[src/rtl/msg_upload_ser_if.sv]
// Message upload serializer bus.
// Source side: msg_in, v_msg_in (message offer), msg_rdy (queue can accept).
// Sink side:   fifo_rdy (upload FIFO can take a flit), flit_out, v_flit_out,
//              ctrl_out (00 idle, 01 head, 10 body, 11 tail).
// Status:      upload_busy (queue non-empty), msg_cnt (messages held).
// master = message source / upload FIFO side, slave = serializer.
interface msg_upload_ser_if #(
  parameter int FLIT_W = 16,
  parameter int FLITS  = 3,
  parameter int QDEPTH = 2
) ();
  localparam int CW = $clog2(QDEPTH + 1);

  logic [FLIT_W*FLITS-1:0] msg_in;
  logic                    v_msg_in;
  logic                    msg_rdy;
  logic                    fifo_rdy;
  logic [FLIT_W-1:0]       flit_out;
  logic                    v_flit_out;
  logic [1:0]              ctrl_out;
  logic                    upload_busy;
  logic [CW-1:0]           msg_cnt;

  modport master (
    output msg_in, v_msg_in, fifo_rdy,
    input  msg_rdy, flit_out, v_flit_out, ctrl_out, upload_busy, msg_cnt
  );

  modport slave (
    input  msg_in, v_msg_in, fifo_rdy,
    output msg_rdy, flit_out, v_flit_out, ctrl_out, upload_busy, msg_cnt
  );
endinterface

[src/rtl/msg_upload_ser.sv]
// Message-to-flit upload serializer.
// Buffers up to QDEPTH whole messages (FLITS x FLIT_W bits, flit 0 in the MS
// slice) and streams the oldest one flit per cycle in which fifo_rdy is high,
// tagging head/body/tail on ctrl_out.
// Ports: clk, rst (synchronous, active-high), bus (msg_upload_ser_if.slave).
module msg_upload_ser #(
  parameter int FLIT_W = 16,
  parameter int FLITS  = 3,
  parameter int QDEPTH = 2
) (
  input  logic                clk,
  input  logic                rst,
  msg_upload_ser_if.slave     bus
);
  localparam int SW = (FLITS  > 1) ? $clog2(FLITS)  : 1;
  localparam int PW = (QDEPTH > 1) ? $clog2(QDEPTH) : 1;
  localparam int CW = $clog2(QDEPTH + 1);

  typedef enum logic {IDLE, SEND} state_t;

  state_t                  state;
  logic [FLIT_W*FLITS-1:0] mem [QDEPTH];
  logic [PW-1:0]           rd_ptr, wr_ptr;
  logic [SW-1:0]           sel;
  logic [CW-1:0]           cnt;

  logic                    busy, push, send, last, pop;
  logic [FLIT_W*FLITS-1:0] head_entry;

  always_comb begin
    busy       = (cnt != '0);
    push       = bus.v_msg_in && bus.msg_rdy;
    send       = busy && bus.fifo_rdy;
    last       = (sel == SW'(FLITS - 1));
    pop        = send && last;
    head_entry = mem[rd_ptr];
  end

  // Message storage is not reset; only pointers and counters are.
  always_ff @(posedge clk) begin
    if (push) mem[wr_ptr] <= bus.msg_in;
  end

  always_ff @(posedge clk) begin
    if (rst) begin
      state  <= IDLE;
      rd_ptr <= '0;
      wr_ptr <= '0;
      sel    <= '0;
      cnt    <= '0;
    end else begin
      if (push) wr_ptr <= (wr_ptr == PW'(QDEPTH - 1)) ? '0 : wr_ptr + PW'(1);

      unique case ({push, pop})
        2'b10:   cnt <= cnt + CW'(1);
        2'b01:   cnt <= cnt - CW'(1);
        default: cnt <= cnt;
      endcase

      unique case (state)
        IDLE: begin
          if (push) state <= SEND;
        end
        SEND: begin
          if (send) begin
            if (last) begin
              sel    <= '0;
              rd_ptr <= (rd_ptr == PW'(QDEPTH - 1)) ? '0 : rd_ptr + PW'(1);
              // Drop back to IDLE only when the popped message was the last one
              // and nothing is arriving to replace it.
              if (!push && cnt == CW'(1)) state <= IDLE;
            end else begin
              sel <= sel + SW'(1);
            end
          end
        end
        default: state <= IDLE;
      endcase
    end
  end

  always_comb begin
    bus.msg_rdy     = !rst && (cnt < CW'(QDEPTH));
    bus.v_flit_out  = send;
    bus.upload_busy = busy;
    bus.msg_cnt     = cnt;
    bus.flit_out    = '0;
    bus.ctrl_out    = 2'b00;
    if (busy) begin
      bus.flit_out = head_entry[FLIT_W*(FLITS-1-int'(sel)) +: FLIT_W];
      if (sel == '0)   bus.ctrl_out = 2'b01;
      else if (last)   bus.ctrl_out = 2'b11;
      else             bus.ctrl_out = 2'b10;
    end
  end
endmodule

[src/flat_wrapper.sv]
// flat-port wrapper written by rule: the top's interface ports become plain ports
module msg_upload_ser_flat 
#(
  parameter int FLIT_W = 16,
  parameter int FLITS  = 3,
  parameter int QDEPTH = 2
)
  (clk, rst, bus_msg_in, bus_v_msg_in, bus_fifo_rdy, bus_msg_rdy, bus_flit_out, bus_v_flit_out, bus_ctrl_out, bus_upload_busy, bus_msg_cnt);
  msg_upload_ser_if #(.FLIT_W(FLIT_W), .FLITS(FLITS), .QDEPTH(QDEPTH)) bus_i ();
  input  logic clk;
  input  logic rst;
  input wire logic [$bits(bus_i.msg_in)-1:0] bus_msg_in;
  input wire logic [$bits(bus_i.v_msg_in)-1:0] bus_v_msg_in;
  input wire logic [$bits(bus_i.fifo_rdy)-1:0] bus_fifo_rdy;
  output wire logic [$bits(bus_i.msg_rdy)-1:0] bus_msg_rdy;
  output wire logic [$bits(bus_i.flit_out)-1:0] bus_flit_out;
  output wire logic [$bits(bus_i.v_flit_out)-1:0] bus_v_flit_out;
  output wire logic [$bits(bus_i.ctrl_out)-1:0] bus_ctrl_out;
  output wire logic [$bits(bus_i.upload_busy)-1:0] bus_upload_busy;
  output wire logic [$bits(bus_i.msg_cnt)-1:0] bus_msg_cnt;
  assign bus_i.msg_in = bus_msg_in;
  assign bus_i.v_msg_in = bus_v_msg_in;
  assign bus_i.fifo_rdy = bus_fifo_rdy;
  assign bus_msg_rdy = bus_i.msg_rdy;
  assign bus_flit_out = bus_i.flit_out;
  assign bus_v_flit_out = bus_i.v_flit_out;
  assign bus_ctrl_out = bus_i.ctrl_out;
  assign bus_upload_busy = bus_i.upload_busy;
  assign bus_msg_cnt = bus_i.msg_cnt;
  msg_upload_ser #(.FLIT_W(FLIT_W), .FLITS(FLITS), .QDEPTH(QDEPTH)) u_core (.clk(clk), .rst(rst), .bus(bus_i));
endmodule
[config.mk]
export PLATFORM = sky130hd
export DESIGN_NAME = msg_upload_ser_flat
export DESIGN_NICKNAME = d
export VERILOG_FILES = /design/src/rtl/msg_upload_ser_if.sv /design/src/rtl/msg_upload_ser.sv /design/src/flat_wrapper.sv
export SDC_FILE = /design/constraint.sdc
export NUM_CORES = 1
export LEC_CHECK = 0
export CAP_MARGIN = 25
export CELL_PAD_IN_SITES_DETAIL_PLACEMENT = 1
export CELL_PAD_IN_SITES_GLOBAL_PLACEMENT = 2
export CORE_MARGIN = 4
export CORE_UTILIZATION = 39
export CTS_BUF_LIST = sky130_fd_sc_hd__clkbuf_8
export DETAILED_ROUTE_END_ITERATION = 8
export GPL_ROUTABILITY_DRIVEN = 0
export GPL_TIMING_DRIVEN = 0
export PLACE_DENSITY_LB_ADDON = 0.12
export SYNTH_ARGS = -nofsm -noshare
export SYNTH_HDL_FRONTEND = slang
export SYNTH_SLANG_ARGS = --single-unit
export TNS_END_PERCENT = 30
[constraint.sdc]
create_clock -name clk -period 3.6 [get_ports clk]
set_input_delay 0.36 -clock clk [delete_from_list [all_inputs] [get_ports clk]]
set_output_delay 0.36 -clock clk [all_outputs]
set_load 0.02 [all_outputs]
; After elaboration in Yosys (flattened, before gate mapping)
; Memories as Yosys holds them, arrays and structs flattened. A register that Yosys moved wholly into a read port is not among the register bits.
; Cells that the tools add are included.
[word_totals]
regBits = 7
ram_bits = 96
inputBits = 52
out_inout_bits = 23
word_cells = 47
memories = 1
[op_classes]
n_addsub = 6
magnitude_cmp = 1
eq_ne = 4
n_shift = 1
muxes = 16
bitwise_logic = 1
reduce_logical = 12
[memory_table]
columns = name, depth, width, rd, rd_clocked_by_memory_dff, wr, line
row1 = u_core.mem, 2, 48, 1, 1, 1, msg_upload_ser.sv:22  ; logic [FLIT_W*FLITS-1:0] mem [QDEPTH];
[op_table]
columns = cell, n
row1 = $shiftx A48 B32 Y16, 1
row2 = $mux W16, 1
row3 = $mux W1, 10
row4 = $mux W2, 3
row5 = $logic_and A1 B1 Y1, 5
row6 = $add A2 B1 Y2 const B, 2
row7 = $eq A2 B1 Y1 const B, 2
row8 = $eq A2 B2 Y1 const B, 2
row9 = $pmux W2 S2, 1
row10 = $reduce_bool A2 Y1, 2
row11 = $reduce_and A3 Y1, 1
row12 = $sub A2 B2 Y3 const A, 1
row13 = $add A1 B1 Y1 const B, 2
row14 = $logic_not A1 Y1, 2
row15 = $logic_not A2 Y1, 1
row16 = $lt A2 B2 Y1 const B, 1
row17 = $pmux W1 S2, 1
row18 = $reduce_and A2 Y1, 1
row19 = $sub A2 B1 Y2 const B, 1
row20 = $not A1 Y1, 1

; Longest topological paths before layout
[depth]
word_depth = 9
ltp_mapped = 8
ltp_nobuf = 8

; Least setup slack after synthesis
; Ideal clock, no wire load.
[synth_path]
kind = input to register
start = input rst
end = memory u_core.mem[0][0] (netlist bit), enable pin
setup_ns = 0.454
arrival_time_ns = 3.055
t_required_ns = 3.146
setup_slack_ns = 0.092
cell_stages = 4
n_path_buf = 1
path_cell_list = clkbuf_1 > nor2_1 > nand2_1 > nor2_1
[synth_via]
elab_chain_len = 5
[synth_lines]
columns = element, line
row1 = from (decl), flat_wrapper.sv:11  ; input logic rst;
row2 = $logic_not A1 Y1, msg_upload_ser.sv:83  ; bus.msg_rdy = !rst && (cnt < CW'(QDEPTH));
row3 = $logic_and A1 B1 Y1, msg_upload_ser.sv:83
row4 = net bus_msg_rdy, flat_wrapper.sv:15  ; output wire logic [$bits(bus_i.msg_rdy)-1:0] bus_msg_rdy;
row5 = $logic_and A1 B1 Y1, msg_upload_ser.sv:32  ; push = bus.v_msg_in && bus.msg_rdy;
row6 = $mux W1, msg_upload_ser.sv:41  ; if (push) mem[wr_ptr] <= bus.msg_in;
row7 = $mux W1 (not written as such), msg_upload_ser.sv:41
row8 = to (decl), msg_upload_ser.sv:22
; The timed path passes the listed nets, and every way through them passes these cells.

; Worst setup path after layout
[layout_path]
start = register u_core.cnt[1], in the netlist u_core.bus.msg_cnt[1]
end = output bus_flit_out[4]
[layout_via]
elab_chain_len = 2
[layout_lines]
columns = element, line
row1 = from (decl), msg_upload_ser.sv:25  ; logic [CW-1:0] cnt;
row2 = from (signal assigned), msg_upload_ser.sv:55  ; 2'b10: cnt <= cnt + CW'(1);
row3 = from (signal assigned), msg_upload_ser.sv:56  ; 2'b01: cnt <= cnt - CW'(1);
row4 = from (signal assigned), msg_upload_ser.sv:57  ; default: cnt <= cnt;
row5 = $reduce_bool A2 Y1, msg_upload_ser.sv:31  ; busy = (cnt != '0);
row6 = $mux W16, msg_upload_ser.sv:89  ; if (busy) begin
row7 = to (decl), flat_wrapper.sv:16  ; output wire logic [$bits(bus_i.flit_out)-1:0] bus_flit_out;
; Every way passes these cells.

==> impl_results.html <==
<table>
<tr><th>Metric</th><th>Value</th></tr>
<tr><th colspan="2">Clock tree</th></tr>
<tr><td>H-tree depth</td><td>3</td></tr>
<tr><td>Root cell of the clock tree</td><td>sky130_fd_sc_hd__clkbuf_8</td></tr>
<tr><td>Post-cts gate resize count</td><td>0</td></tr>
<tr><td>Clock tree from TritonCTS</td><td>built</td></tr>
<tr><td>Hold buffer count at CTS</td><td>0</td></tr>
<tr><td>Buffers inserted during post-CTS setup optimization</td><td>0</td></tr>
<tr><td>Number of clock sinks</td><td>104</td></tr>
<tr><td>Insertion delay of the later-clocked pin in the worst-skew pair</td><td>350 ps</td></tr>
<tr><td>Maximum clock path buffer count</td><td>2</td></tr>
<tr><td>Clock slew seen by the registers of the worst setup and hold paths</td><td>90 ps</td></tr>
<tr><td>CTS buffer count</td><td>9</td></tr>
<tr><th colspan="2">Timing</th></tr>
<tr><td>Number of pins with negative max-slew slack in the final report</td><td>0</td></tr>
<tr><td>Transition time of the tightest slew-check pin</td><td>723.4 ps</td></tr>
<tr><td>Final setup violation count</td><td>0</td></tr>
<tr><td>Fraction of the cycle the final worst path needs</td><td>83.35%</td></tr>
<tr><td>Clock period minus final worst setup slack</td><td>3001 ps</td></tr>
<tr><td>Final setup TNS</td><td>0 ps</td></tr>
<tr><td>Max_slew headroom</td><td>51.66%</td></tr>
<tr><td>RSZ-0062 raised after global routing</td><td>false</td></tr>
<tr><td>Final Hold Viols</td><td>0</td></tr>
<tr><td>Achievable frequency</td><td>333.2 MHz</td></tr>
<tr><td>Clk_skew</td><td>9.912 ps</td></tr>
<tr><th colspan="2">Synthesis</th></tr>
<tr><td>Share of the synthesized netlist area taken by xor and xnor gates</td><td>0.8346%</td></tr>
<tr><td>Netlist area before placement</td><td>4198 um^2</td></tr>
<tr><td>Average size of a mapped cell</td><td>17.49 um^2</td></tr>
<tr><td>Synth Register Bits</td><td>104</td></tr>
<tr><td>Fraction of the mapped netlist area in simple logic gates</td><td>4.590%</td></tr>
<tr><td>Post-synthesis mux area share</td><td>12.40%</td></tr>
<tr><td>Synthesized netlist net count</td><td>299</td></tr>
<tr><td>Synthesized-area fraction occupied by ao, oa, aoi and oai cells</td><td>5.127%</td></tr>
<tr><td>Synthesized-area fraction occupied by adder cells</td><td>2.086%</td></tr>
<tr><td>Top cells by area in the synthesized netlist</td><td>sky130_fd_sc_hd__edfxtp_1 (69%), sky130_fd_sc_hd__mux2i_1 (8.1%), sky130_fd_sc_hd__mux2_2 (4.3%)</td></tr>
<tr><td>Number of distinct library cell variants in the gate-level netlist after synthesis</td><td>28</td></tr>
<tr><td>Dominant combinational cell family by area after synthesis</td><td>multiplexers</td></tr>
<tr><td>Synth warnings</td><td>0</td></tr>
<tr><td>Library cell occupying the most area in the post-synthesis netlist</td><td>sky130_fd_sc_hd__edfxtp_1</td></tr>
<tr><td>Post-Syn Instances</td><td>240</td></tr>
<tr><td>Portion of the post-synthesis area used by sequential elements</td><td>72.49%</td></tr>
<tr><td>Top-area cell type share of the netlist area</td><td>68.67%</td></tr>
<tr><th colspan="2">Floorplanning</th></tr>
<tr><td>Row count</td><td>37</td></tr>
<tr><td>Initial cell density of the core</td><td>40.30%</td></tr>
<tr><td>Height of the die</td><td>111.7 um</td></tr>
<tr><td>CORE AREA</td><td>10420 um^2</td></tr>
<tr><td>Horizontal extent of the die</td><td>111.7 um</td></tr>
<tr><td>Ports placed on the boundary</td><td>75</td></tr>
<tr><td>Die area</td><td>12490 um^2</td></tr>
<tr><th colspan="2">Layout</th></tr>
<tr><td>Ratio of cells with drive above 1 in the final layout</td><td>16.72%</td></tr>
<tr><td>Fill cells</td><td>1005</td></tr>
<tr><td>Area occupied by multi-input gates</td><td>1060 um^2</td></tr>
<tr><td>Most common cell after layout, fill and taps aside</td><td>sky130_fd_sc_hd__edfxtp_1</td></tr>
<tr><td>Area added between synthesis and finish</td><td>27.57%</td></tr>
<tr><td>Most used cells in the layout excluding fill and tap cells</td><td>sky130_fd_sc_hd__edfxtp_1 (96), sky130_fd_sc_hd__clkdlybuf4s50_1 (73), sky130_fd_sc_hd__mux2i_1 (34), sky130_fd_sc_hd__nand2_1 (18), sky130_fd_sc_hd__mux2_2 (16)</td></tr>
<tr><td>FF+latch area</td><td>3043 um^2</td></tr>
<tr><td>Number of antenna repair diodes</td><td>0</td></tr>
<tr><td>Core utilization of the finished layout</td><td>51.41%</td></tr>
<tr><td>Post-layout net count</td><td>385</td></tr>
<tr><th colspan="2">Setup path</th></tr>
<tr><td>Nature of the critical path startpoint</td><td>flop</td></tr>
<tr><td>Delay-heaviest family, CP</td><td>buffers and inverters</td></tr>
<tr><td>Largest stage delay, worst path</td><td>630 ps</td></tr>
<tr><td>Path type of the worst setup path</td><td>flop to output port</td></tr>
<tr><td>Startpoint of the most critical register-to-register path</td><td>u_core.bus.msg_cnt[1]</td></tr>
<tr><td>Worst path slowest cell</td><td>sky130_fd_sc_hd__clkdlybuf4s50_1</td></tr>
<tr><td>R2R depth</td><td>4</td></tr>
<tr><td>Kind of end point of the critical path</td><td>output port</td></tr>
<tr><td>Critical register-to-register path endpoint</td><td>u_core.mem[0][22]</td></tr>
<tr><td>Chain of cells forming the critical path</td><td>inv_1 &gt; ha_1 &gt; nor3_2 &gt; nand2_1 &gt; clkbuf_8 &gt; o221ai_1 &gt; clkdlybuf4s50_1</td></tr>
<tr><td>Setup slack of the most critical reg-to-reg path</td><td>1720 ps</td></tr>
<tr><td>Data required, critical path</td><td>3240 ps</td></tr>
<tr><td>Worst Path Max Fanout</td><td>10</td></tr>
<tr><td>Arrival time reported for the critical path endpoint</td><td>2640 ps</td></tr>
<tr><td>Worst path buffer plus inverter count</td><td>3</td></tr>
<tr><th colspan="2">Routing</th></tr>
<tr><td>Vias</td><td>2308</td></tr>
<tr><td>Number of optimization iterations in the first detailed-route pass</td><td>4</td></tr>
<tr><td>DRT iter0 DRCs</td><td>49</td></tr>
<tr><td>Routed wire length</td><td>8.428 mm</td></tr>
<tr><td>Post-detailed-route DRC marker count</td><td>0</td></tr>
<tr><td>Routed WL per cell</td><td>18.12 um</td></tr>
<tr><td>Average vias per placed instance</td><td>4.963</td></tr>
<tr><td>Count of nets left with antenna violations after detail routing</td><td>0</td></tr>
<tr><th colspan="2">Power</th></tr>
<tr><td>Power Density</td><td>452.2 nW/um^2</td></tr>
<tr><td>Leakage power figure</td><td>1.714 nW</td></tr>
<tr><td>Largest vdd supply drop</td><td>0.2151 mV</td></tr>
<tr><th colspan="2">Hold path</th></tr>
<tr><td>Endpoint, Worst Hold</td><td>u_core.sel[1]</td></tr>
<tr><td>Worst hold path startpoint</td><td>rst</td></tr>
<tr><td>Count of cells along the worst hold path</td><td>2</td></tr>
<tr><td>Type of the tightest min-delay check</td><td>primary input to flop</td></tr>
<tr><th colspan="2">Global route</th></tr>
<tr><td>Initial antenna violation count</td><td>0</td></tr>
<tr><td>Vias in the first global route</td><td>2557</td></tr>
<tr><td>Overall overflow remaining after global route</td><td>0</td></tr>
<tr><td>Pin count of the biggest net entering global routing</td><td>35</td></tr>
<tr><td>Total Routing Usage GR</td><td>14.02%</td></tr>
<tr><td>First-pass GRT wire length</td><td>13.44 mm</td></tr>
<tr><th colspan="2">Outcome</th></tr>
<tr><td>Result of the run</td><td>finished, final reports clean</td></tr>
<tr><th colspan="2">Job</th></tr>
<tr><td>Max_cap viols</td><td>0</td></tr>
<tr><th colspan="2">Placed design</th></tr>
<tr><td>Placed wire-length estimate</td><td>5.678 mm</td></tr>
<tr><td>PortBufs</td><td>73</td></tr>
</table>
## report_power, final
group / switching [mW] / total (mW) / internal [mW]
clock: 0.378 / 0.763 / 0.385
sequential: 0.0149 / 1.39 / 1.37
combinational: 0.132 / 0.269 / 0.137
total: 0.525 / 2.42 / 1.90
## worst reg2reg max path, delay by kind of cell (launching register included)
family	cells	cell delay, ps
buffers and inverters	1	300
DFF	1	350
and+or+nand+nor	3	920
## worst max path at each step
stage	from	endpoint	slack, ps	cells after the start
floorplan	rst	u_core.mem[0][0]	90	4
global placement	bus_v_msg_in	u_core.mem[0][37]	-1210	3
global route	u_core.bus.msg_cnt[0]	bus_flit_out[4]	320	7
detailed placement	u_core.bus.msg_cnt[1]	bus_flit_out[10]	930	7
finish	u_core.bus.msg_cnt[1]	bus_flit_out[4]	600	7
CTS	u_core.bus.msg_cnt[1]	bus_flit_out[10]	530	7
## per-stage QoR
step / hold slack (ps) / power [mW] / instance area (um^2) / worst slack (ps) / instances
6_report: 382.7 / 2.422 / 5355 / 599.2 / 465
5_1_grt: 393.0 / 2.523 / 5355 / 315.6 / 465
4_1_cts: 375.2 / 2.451 / 5355 / 528.1 / 465
3_5_place_dp: 494.9 / 1.692 / 5147 / 929.5 / 451
3_3_place_gp: 492.5 / 1.683 / 5099 / -1206 / 449
2_1_floorplan: 458.9 / 1.543 / 4198 / 91.61 / 240
## Yosys cell counts
master / n
sky130_fd_sc_hd__clkbuf_8: 1
sky130_fd_sc_hd__nor2b_1: 2
sky130_fd_sc_hd__clkbuf_4: 1
sky130_fd_sc_hd__inv_1: 5
sky130_fd_sc_hd__edfxtp_1: 96
sky130_fd_sc_hd__clkbuf_1: 1
sky130_fd_sc_hd__o221ai_2: 10
sky130_fd_sc_hd__nand2b_1: 1
sky130_fd_sc_hd__nor2_1: 13
sky130_fd_sc_hd__o221ai_1: 6
sky130_fd_sc_hd__a21oi_1: 1
sky130_fd_sc_hd__xnor2_1: 1
sky130_fd_sc_hd__buf_6: 2
sky130_fd_sc_hd__nor3_2: 1
sky130_fd_sc_hd__nor4bb_1: 1
sky130_fd_sc_hd__nand3b_1: 1
sky130_fd_sc_hd__xor2_1: 3
sky130_fd_sc_hd__buf_4: 3
sky130_fd_sc_hd__ha_1: 7
sky130_fd_sc_hd__mux2i_1: 34
sky130_fd_sc_hd__a211oi_1: 1
sky130_fd_sc_hd__dfxtp_1: 8
sky130_fd_sc_hd__mux2_2: 16
sky130_fd_sc_hd__buf_2: 3
sky130_fd_sc_hd__nand4b_1: 2
sky130_fd_sc_hd__nand2_1: 18
sky130_fd_sc_hd__and2_1: 1
sky130_fd_sc_hd__and3_1: 1
## cells by family after synthesis
| kind of cell | count (synthesis) |
|---|---|
| simple gates | 41 |
| compound gates | 18 |
| buf+inv | 16 |
| xor+xnor | 4 |
| fa+ha+maj | 7 |
| mux | 50 |
| flops | 104 |
## area by class of cell
| class | count | area share [%] |
|---|---|---|
| clock buffer | 9 | 2.313 |
| inverter | 5 | 0.3505 |
| sequential | 104 | 56.82 |
| timing repair buffer | 75 | 14.39 |
| multi-input combinational | 120 | 19.79 |
| tap | 136 | 3.178 |
| buffer | 11 | 1.589 |
| clock inverter | 5 | 1.565 |
## registers in the layout, indices dropped and copies added, names as in the netlist, named ones only
register,flops
u_core.rd_ptr,1
u_core.bus.msg_cnt,2
u_core.state,1
u_core.wr_ptr,1
u_core.mem,96
u_core.sel,2
## layer usage
| metal | vias up | track usage [%] | wire [um] |
|---|---|---|---|
| met5 | - | 0 | 0 |
| met1 | 1156 | 17.40 | 3623 |
| li1 | 1098 | - | - |
| met2 | 46 | 24.18 | 4349 |
| met4 | 0 | 4.623 | 111 |
| met3 | 8 | 3.261 | 343 |
Power figures use the tool's default switching activity.
